==> src/rtl/qcmd_seq_pkg.sv <==
// Shared definitions for the qubit command shot sequencer.
// Holds the FSM state encoding and the default bus widths used by qcmd_seq_ctrl.
// No logic; purely types and constants.
package qcmd_seq_pkg;

    // Default widths: command-memory address, shot counter, shot-window timer.
    localparam int unsigned AW_DEF  = 15;
    localparam int unsigned NSW_DEF = 16;
    localparam int unsigned TW_DEF  = 24;

    typedef enum logic [2:0] {
        ST_IDLE  = 3'd0,
        ST_ARM   = 3'd1,
        ST_RUN   = 3'd2,
        ST_REARM = 3'd3,
        ST_DONE  = 3'd4
    } state_e;

endpackage

==> src/rtl/qcmd_seq_ctrl.sv <==
// Shot sequencer: restarts the command generator once per shot via trig_o, times
// each shot window and counts cstrobe_i pulses against the expected command count.
// Latency: start_i at cycle N -> ARM at N+1, RUN at N+2; all outputs registered.
// Backpressure: none; start_i is ignored while busy, abort_i returns to IDLE from any state.
// Ports: clk_i/rst_i (sync, active-high); start_i/abort_i control pulses; nshots_i,
// shot_len_i, ncmd_i config latched at start; cstrobe_i from the generator;
// trig_o/busy_o/done_o status; shot_idx_o/cmd_cnt_o progress; err_* sticky flags.
module qcmd_seq_ctrl
    import qcmd_seq_pkg::*;
#(
    parameter int unsigned AW  = AW_DEF,
    parameter int unsigned NSW = NSW_DEF,
    parameter int unsigned TW  = TW_DEF
) (
    input  logic            clk_i,
    input  logic            rst_i,
    input  logic            start_i,
    input  logic            abort_i,
    input  logic [NSW-1:0]  nshots_i,
    input  logic [TW-1:0]   shot_len_i,
    input  logic [AW-3:0]   ncmd_i,
    input  logic            cstrobe_i,
    output logic            trig_o,
    output logic            busy_o,
    output logic            done_o,
    output logic [NSW-1:0]  shot_idx_o,
    output logic [AW-3:0]   cmd_cnt_o,
    output logic            err_short_o,
    output logic            err_over_o,
    output logic            err_cfg_o
);

    state_e          state_q, state_d;
    logic [TW-1:0]   timer_q, timer_d;
    // Config is stored pre-decremented so the end-of-shot and last-shot compares
    // are plain equality against the running counters.
    logic [TW-1:0]   len_m1_q, len_m1_d;
    logic [NSW-1:0]  nshots_m1_q, nshots_m1_d;
    logic [AW-3:0]   ncmd_q, ncmd_d;
    logic [NSW-1:0]  shot_idx_q, shot_idx_d;
    logic [AW-3:0]   cmd_cnt_q, cmd_cnt_d;
    logic            err_short_q, err_short_d;
    logic            err_over_q, err_over_d;
    logic            err_cfg_q, err_cfg_d;
    logic            trig_q, trig_d;
    logic            busy_q, busy_d;
    logic            done_q, done_d;
    logic [AW-3:0]   cnt_run;

    always_comb begin
        state_d     = state_q;
        timer_d     = timer_q;
        len_m1_d    = len_m1_q;
        nshots_m1_d = nshots_m1_q;
        ncmd_d      = ncmd_q;
        shot_idx_d  = shot_idx_q;
        cmd_cnt_d   = cmd_cnt_q;
        err_short_d = err_short_q;
        err_over_d  = err_over_q;
        err_cfg_d   = err_cfg_q;
        done_d      = 1'b0;
        cnt_run     = cmd_cnt_q;

        if (abort_i) begin
            // Abort wins over everything, including a simultaneous start;
            // counters and error flags are left as they are for inspection.
            state_d = ST_IDLE;
        end else begin
            case (state_q)
                ST_IDLE, ST_DONE: begin
                    if (start_i) begin
                        len_m1_d    = shot_len_i - 1'b1;
                        nshots_m1_d = nshots_i - 1'b1;
                        ncmd_d      = ncmd_i;
                        shot_idx_d  = '0;
                        cmd_cnt_d   = '0;
                        timer_d     = '0;
                        err_short_d = 1'b0;
                        err_over_d  = 1'b0;
                        err_cfg_d   = 1'b0;
                        if ((nshots_i == '0) || (shot_len_i == '0)) begin
                            err_cfg_d = 1'b1;
                            state_d   = ST_DONE;
                            done_d    = 1'b1;
                        end else begin
                            state_d = ST_ARM;
                        end
                    end
                end
                ST_ARM: begin
                    state_d = ST_RUN;
                    timer_d = '0;
                end
                ST_RUN: begin
                    timer_d = timer_q + 1'b1;
                    if (cstrobe_i) begin
                        if (cmd_cnt_q == ncmd_q) begin
                            err_over_d = 1'b1;
                        end else begin
                            cnt_run = cmd_cnt_q + 1'b1;
                        end
                    end
                    cmd_cnt_d = cnt_run;
                    if (timer_q == len_m1_q) begin
                        // A strobe landing in the final window cycle still counts.
                        if (cnt_run < ncmd_q) begin
                            err_short_d = 1'b1;
                        end
                        if (shot_idx_q == nshots_m1_q) begin
                            state_d = ST_DONE;
                            done_d  = 1'b1;
                        end else begin
                            state_d    = ST_REARM;
                            shot_idx_d = shot_idx_q + 1'b1;
                            cmd_cnt_d  = '0;
                        end
                    end
                end
                ST_REARM: begin
                    // Strobes seen while the generator is parked are dropped.
                    state_d = ST_RUN;
                    timer_d = '0;
                end
                default: begin
                    state_d = ST_IDLE;
                end
            endcase
        end

        trig_d = (state_d != ST_RUN);
        busy_d = (state_d == ST_ARM) || (state_d == ST_RUN) || (state_d == ST_REARM);
    end

    always_ff @(posedge clk_i) begin
        if (rst_i) begin
            state_q     <= ST_IDLE;
            timer_q     <= '0;
            len_m1_q    <= '0;
            nshots_m1_q <= '0;
            ncmd_q      <= '0;
            shot_idx_q  <= '0;
            cmd_cnt_q   <= '0;
            err_short_q <= 1'b0;
            err_over_q  <= 1'b0;
            err_cfg_q   <= 1'b0;
            trig_q      <= 1'b1;
            busy_q      <= 1'b0;
            done_q      <= 1'b0;
        end else begin
            state_q     <= state_d;
            timer_q     <= timer_d;
            len_m1_q    <= len_m1_d;
            nshots_m1_q <= nshots_m1_d;
            ncmd_q      <= ncmd_d;
            shot_idx_q  <= shot_idx_d;
            cmd_cnt_q   <= cmd_cnt_d;
            err_short_q <= err_short_d;
            err_over_q  <= err_over_d;
            err_cfg_q   <= err_cfg_d;
            trig_q      <= trig_d;
            busy_q      <= busy_d;
            done_q      <= done_d;
        end
    end

    assign trig_o      = trig_q;
    assign busy_o      = busy_q;
    assign done_o      = done_q;
    assign shot_idx_o  = shot_idx_q;
    assign cmd_cnt_o   = cmd_cnt_q;
    assign err_short_o = err_short_q;
    assign err_over_o  = err_over_q;
    assign err_cfg_o   = err_cfg_q;

endmodule

==> config.mk <==
export PLATFORM = sky130hd
export DESIGN_NAME = qcmd_seq_ctrl
export DESIGN_NICKNAME = d
export VERILOG_FILES = /design/src/rtl/qcmd_seq_pkg.sv /design/src/rtl/qcmd_seq_ctrl.sv
export SDC_FILE = /design/constraint.sdc
export NUM_CORES = 1
export LEC_CHECK = 0
export CAP_MARGIN = 20
export CORE_AREA = 4 4 134 136
export DETAILED_ROUTE_END_ITERATION = 8
export DIE_AREA = 0 0 138 140
export DONT_BUFFER_PORTS = 1
export MAX_ROUTING_LAYER = met4
export PLACE_DENSITY = 0.53
export SYNTH_ARGS = -nofsm -noshare
export SYNTH_HDL_FRONTEND = slang
export SYNTH_SLANG_ARGS = --single-unit
==> constraint.sdc <==
create_clock -name clk_i -period 3 [get_ports clk_i]
set_clock_uncertainty 0.05 [all_clocks]
set_input_delay 0 -clock clk_i [delete_from_list [all_inputs] [get_ports clk_i]]
set_output_delay 0 -clock clk_i [all_outputs]
set_load 0.01 [all_outputs]
# After elaboration in Yosys (flattened, before gate mapping)
# Cells that the tools add are included.
# W data, S select, Z words.
# op_classes
add_sub_neg	5
n_lt_le_gt_ge	1
n_eq_ne	17
mux	32
bitwise	1
reduce_logical	17
# op_table
cell	n
$mux W13	7
$pmux W24 S3	1
$mux W16	3
$pmux W16 S2	1
$pmux W13 S2	1
$add A24 B1 Y24 const B	1
$eq A24 B24 Y1	1
$logic_not A24 Y1	1
$mux W24	1
$sub A24 B1 Y24 const B	1
$add A16 B1 Y16 const B	1
$eq A16 B16 Y1	1
$logic_not A16 Y1	1
$sub A16 B1 Y16 const B	1
$mux W3	5
$reduce_and A5 Y1	3
$add A13 B1 Y13 const B	1
$eq A13 B13 Y1	1
$lt A13 B13 Y1	1
$eq A3 B2 Y1 const B	4
$ne A2 B2 Y1 const B	6
$mux W1	9
$pmux W3 S3	1
$reduce_and A3 Y1	3
10 further kinds	17
# totals
regBits	115
inputBits	58
out_inout_bits	35
elab_cells	86

# Longest topological paths before layout
# logic_depth
word_depth	9
mapped_depth	15
mapped_depth_nobuf	13

# Least setup slack after synthesis
# Ideal clock, no wire load.
# synth_path
path_type	reg-to-reg
startpoint	register cmd_cnt_q[2] (netlist: cmd_cnt_o[2])
endpoint	register err_short_q (netlist: err_short_o)
setup_ps	72
t_arrival_ps	3267
required_ps	2878
setup_slack_ps	-389
path_stages_with_launch	14
path_buffers	1
synth_period_minus_slack_ps	3389
path_cell_list	dfxtp_1 > clkbuf_1 > xnor2_1 > nor4bb_1 > a21oi_1 > nand2_1 > xnor2_1 > ha_1 > a21o_1 > a21o_1 > a21oi_1 > o22ai_1 > a2111oi_0 > mux2i_1
# synth_between
elab_chain_len	8
elab_cells_between_ends	9
cone_classes	1 x add/sub; 1 x order compare; 2 x eq/ne; 4 x mux; 1 x reduce/logical
# synth_rtl
item	line	rtl
from (decl)	qcmd_seq_ctrl.sv:41	logic [AW-3:0] cmd_cnt_q, cmd_cnt_d;
from (signal assigned)	qcmd_seq_ctrl.sv:156	cmd_cnt_q <= cmd_cnt_d;
$add A13 B1 Y13 / $eq A13 B13 Y1 (equally long branches)	qcmd_seq_ctrl.sv:100, qcmd_seq_ctrl.sv:97	
$mux W13	qcmd_seq_ctrl.sv:97	if (cmd_cnt_q == ncmd_q) begin
$mux W13 *	qcmd_seq_ctrl.sv:96	if (cstrobe_i) begin
$mux W13 *	qcmd_seq_ctrl.sv:69	case (state_q)
$mux W13 *	qcmd_seq_ctrl.sv:64	if (abort_i) begin
$lt A13 B13 Y1 *	qcmd_seq_ctrl.sv:106	if (cnt_run < ncmd_q) begin
$ne A2 B2 Y1 (no source line) *	-	
$reduce_and A5 Y1 (no source line) *	-	
to (signal assigned)	qcmd_seq_ctrl.sv:157	err_short_q <= err_short_d;
to (decl)	qcmd_seq_ctrl.sv:42	logic err_short_q, err_short_d;
# Mark *: on every way between the ends. The rest lies on a longest branch, timed or not. The select of a mux whose other input is x is not followed.
# A chain may end at the register's enable or synchronous reset.

# Worst setup path in the final report
# layout_path
startpoint	register ncmd_q[5]
endpoint	register err_short_q (netlist: err_short_o)
# layout_between
elab_chain_len	8
# layout_rtl
item	line	rtl
from (decl)	qcmd_seq_ctrl.sv:39	logic [AW-3:0] ncmd_q, ncmd_d;
from (signal assigned)	qcmd_seq_ctrl.sv:154	ncmd_q <= ncmd_d;
$eq A13 B13 Y1	qcmd_seq_ctrl.sv:97	
$mux W13	qcmd_seq_ctrl.sv:97	
$mux W13	qcmd_seq_ctrl.sv:96	
$mux W13	qcmd_seq_ctrl.sv:69	
$mux W13	qcmd_seq_ctrl.sv:64	
$lt A13 B13 Y1 *	qcmd_seq_ctrl.sv:106	
$ne A2 B2 Y1 (no source line) *	-	
$reduce_and A5 Y1 (no source line) *	-	
# Marked as above.

==> metrics <==
Final nets=1029; CTS tree=built; largest net degree at the start of global routing=83; Post-synth top flop=dfxtp_1; EDFF count, synth=0; final total power=4240 uW; register area share after synthesis=0.350; DRC violations left=0; crit path DAT=3.21 ns; row count=48; initial antenna violation count=0; final setup margin=0.0362 ns; final core utilization=0.533; Max Clock Freq=337 MHz; vias in the first global route=6384; Clk Latency, worst-skew pair=0.42 ns; grt total ovfl=0; Top Ports=93; share of layout cells above drive strength 1=0.136; die width=138 um; vias post-DR=6409; FF+latch count, synth=115; syn nets=884; commonest non-fill, non-tap cells in the layout=dfxtp_1 (110), dlygate4sd3_1 (104), nor2_1 (88); pre-CTS setup slack=-0.114 ns; max-slew violations=0; distinct cell type count after synthesis=58; synthesized area=0.00659 mm^2; power density over cell area=469 mW/mm^2; first-pass GRT wire length=33500 um; most common cell after layout, fill and taps aside=dfxtp_1; CTS sink count=115; root buffer cell=clkbuf_16; final period utilization=0.988; placer congestion estimate=0.943; PortBufs=0; max-cap violations=0; final setup violating endpoints=0; Hold Fails Final Rpt=0; Req. time, crit path=3.24 ns; Crit. End Element=flop; Vert. Die Dim=140 um; hold depth=3; Final HPWL DP=14500 um; cts bufs inserted=17; Leakage=0.00342 uW; clock buffer depth=2; Vias/cell=5.39; fin crit period=2.96 ns; Post-Syn Area per Cell=8.16 um^2; Post-Route WL=20500 um; hold crit path type=in -> reg; Reg clk slew, reported paths=0.06 ns; Max-slew headroom=0.607; Synth Instances=807; DRT antenna net count=0; area delta synth->final=37.1%; Peak supply drop=411 uV; type of element launching the critical path=flop; CORE AREA=0.0169 mm^2; worst r2r path cells=12; Setup Crit Path Kind=reg -> reg; outcome=finished clean; H-Tree Depth=4; Worst-Margin Slew=0.589 ns; All-Layer GR Usage=0.219; Ys Warns=0; RSZ-0062 raised after global routing=yes; wire per inst=17.2 um; diode count=0; critical path peak fanout=5; Min Hold Slack=0.00904 ns; Starting DRT DRC Count=443; Pre-Repair DR Iteration Count=7; Starting Density=0.389; full die area=0.0193 mm^2; Sum Neg Setup Slack=0 ns; ys async rst share=0
-- flip-flops by register name, indices dropped and copies added, names as in the netlist --
register / count
busy_o: 1
cmd_cnt_o: 13
done_o: 1
err_cfg_o: 1
err_over_o: 1
err_short_o: 1
len_m1_q: 24
ncmd_q: 13
nshots_m1_q: 16
shot_idx_o: 16
state_q: 3
timer_q: 24
trig_o: 1
-- worst paths after layout --
path | from | to | slack [ns]
setup / recovery | ncmd_q[5]$_SDFFE_PP0P_ | err_short_o$_SDFFE_PP0P_ | 0.04
hold / removal | cstrobe_i | cmd_cnt_o[5]$_SDFFE_PP0P_ | 0.009
setup reg to reg | ncmd_q[5]$_SDFFE_PP0P_ | err_short_o$_SDFFE_PP0P_ | 0.04
hold reg to reg | nshots_m1_q[0]$_SDFFE_PP0P_ | nshots_m1_q[0]$_SDFFE_PP0P_ | 0.46
-- what timing repair did --
| action | 4_1_cts | 5_1_grt |
|---|---|---|
| hold endpoints to repair | 99 | 0 |
| hold buffers | 105 | 0 |
| resized for setup | 10 | 12 |
| pin swaps | 5 | 2 |
| setup endpoints to repair | 1 | 4 |
| setup buffers | 1 | 2 |
-- worst max-delay path: stages, from the launching register on --
cell and delay [ns]:
dfxtp_1 0.33, xor2_1 0.16, nor2_1 0.11, nand4_1 0.23, o211ai_1 0.46, nor3_2 0.09
xor2_1 0.16, ha_1 0.30, nand4_1 0.09, or2_2 0.33, nor3_2 0.27, a2111oi_4 0.11
mux2i_1 0.14
-- logic make-up (layout without fill, tap and decap cells) --
group	Yosys count	after routing	share of synthesized area
AND/OR/NAND/NOR	340	340	0.265
AO/OA/AOI/OAI	151	151	0.157
XOR/XNOR	114	114	0.152
multiplexers	2	2	0.00304
flip-flops	115	115	0.350
adder cells (fa/ha/maj)	19	19	0.0361
buffers and inverters	66	224	0.0378
-- synthesized netlist by cell type (6+ instances only) --
master / instances / area share
xnor2_1: 58 / 0.077
nand3_1: 22 / 0.017
nand2_1: 78 / 0.044
a21o_1: 7 / 0.0080
buf_1: 6 / 0.0034
dfxtp_1: 115 / 0.35
o211ai_1: 8 / 0.0091
inv_1: 25 / 0.014
o21ai_0: 17 / 0.013
o31ai_1: 11 / 0.013
nor3_1: 30 / 0.023
xor2_1: 56 / 0.074
nor2_1: 90 / 0.051
nor4_1: 17 / 0.016
nand2b_1: 9 / 0.0085
or4_1: 16 / 0.018
clkbuf_1: 34 / 0.019
a211oi_1: 38 / 0.043
or3_1: 18 / 0.017
a21oi_1: 37 / 0.028
ha_1: 19 / 0.036
nand4_1: 21 / 0.020
-- where the power goes --
| group | internal, uW | switching, uW |
|---|---|---|
| clock | 1310 | 768 |
| combinational | 266 | 267 |
| sequential | 1580 | 45.7 |
-- final cells by class --
cell class | count | area [um^2]
clock buffers | 17 | 425
clock inverters | 15 | 179
fillers | 1594 | 7910
inverters | 25 | 93.8
multi-input cells | 626 | 4180
flip-flops and latches | 115 | 2310
well taps | 225 | 282
repair buffers | 167 | 1560
-- layer usage --
metal / vias up / part of all wire / routed length (um) / GRT usage
met2: 206 / 0.48 / 9790 / 0.355
met3: 42 / 0.057 / 1170 / 0.0516
met5: - / 0 / 0 / -
li1: 3209 / - / - / -
met1: 2952 / 0.44 / 9020 / 0.270
met4: 0 / 0.026 / 528 / 0.0702
-- per-stage QoR --
| stage | std cells | area (um^2) |
|---|---|---|
| global route | 1190 | 9030 |
| CTS | 1188 | 8950 |
| global placement | 1050 | 7220 |
| finish | 1190 | 9030 |
| detailed placement | 1050 | 7220 |
| floorplan | 807 | 6640 |
Power figures use the tool's default switching activity.
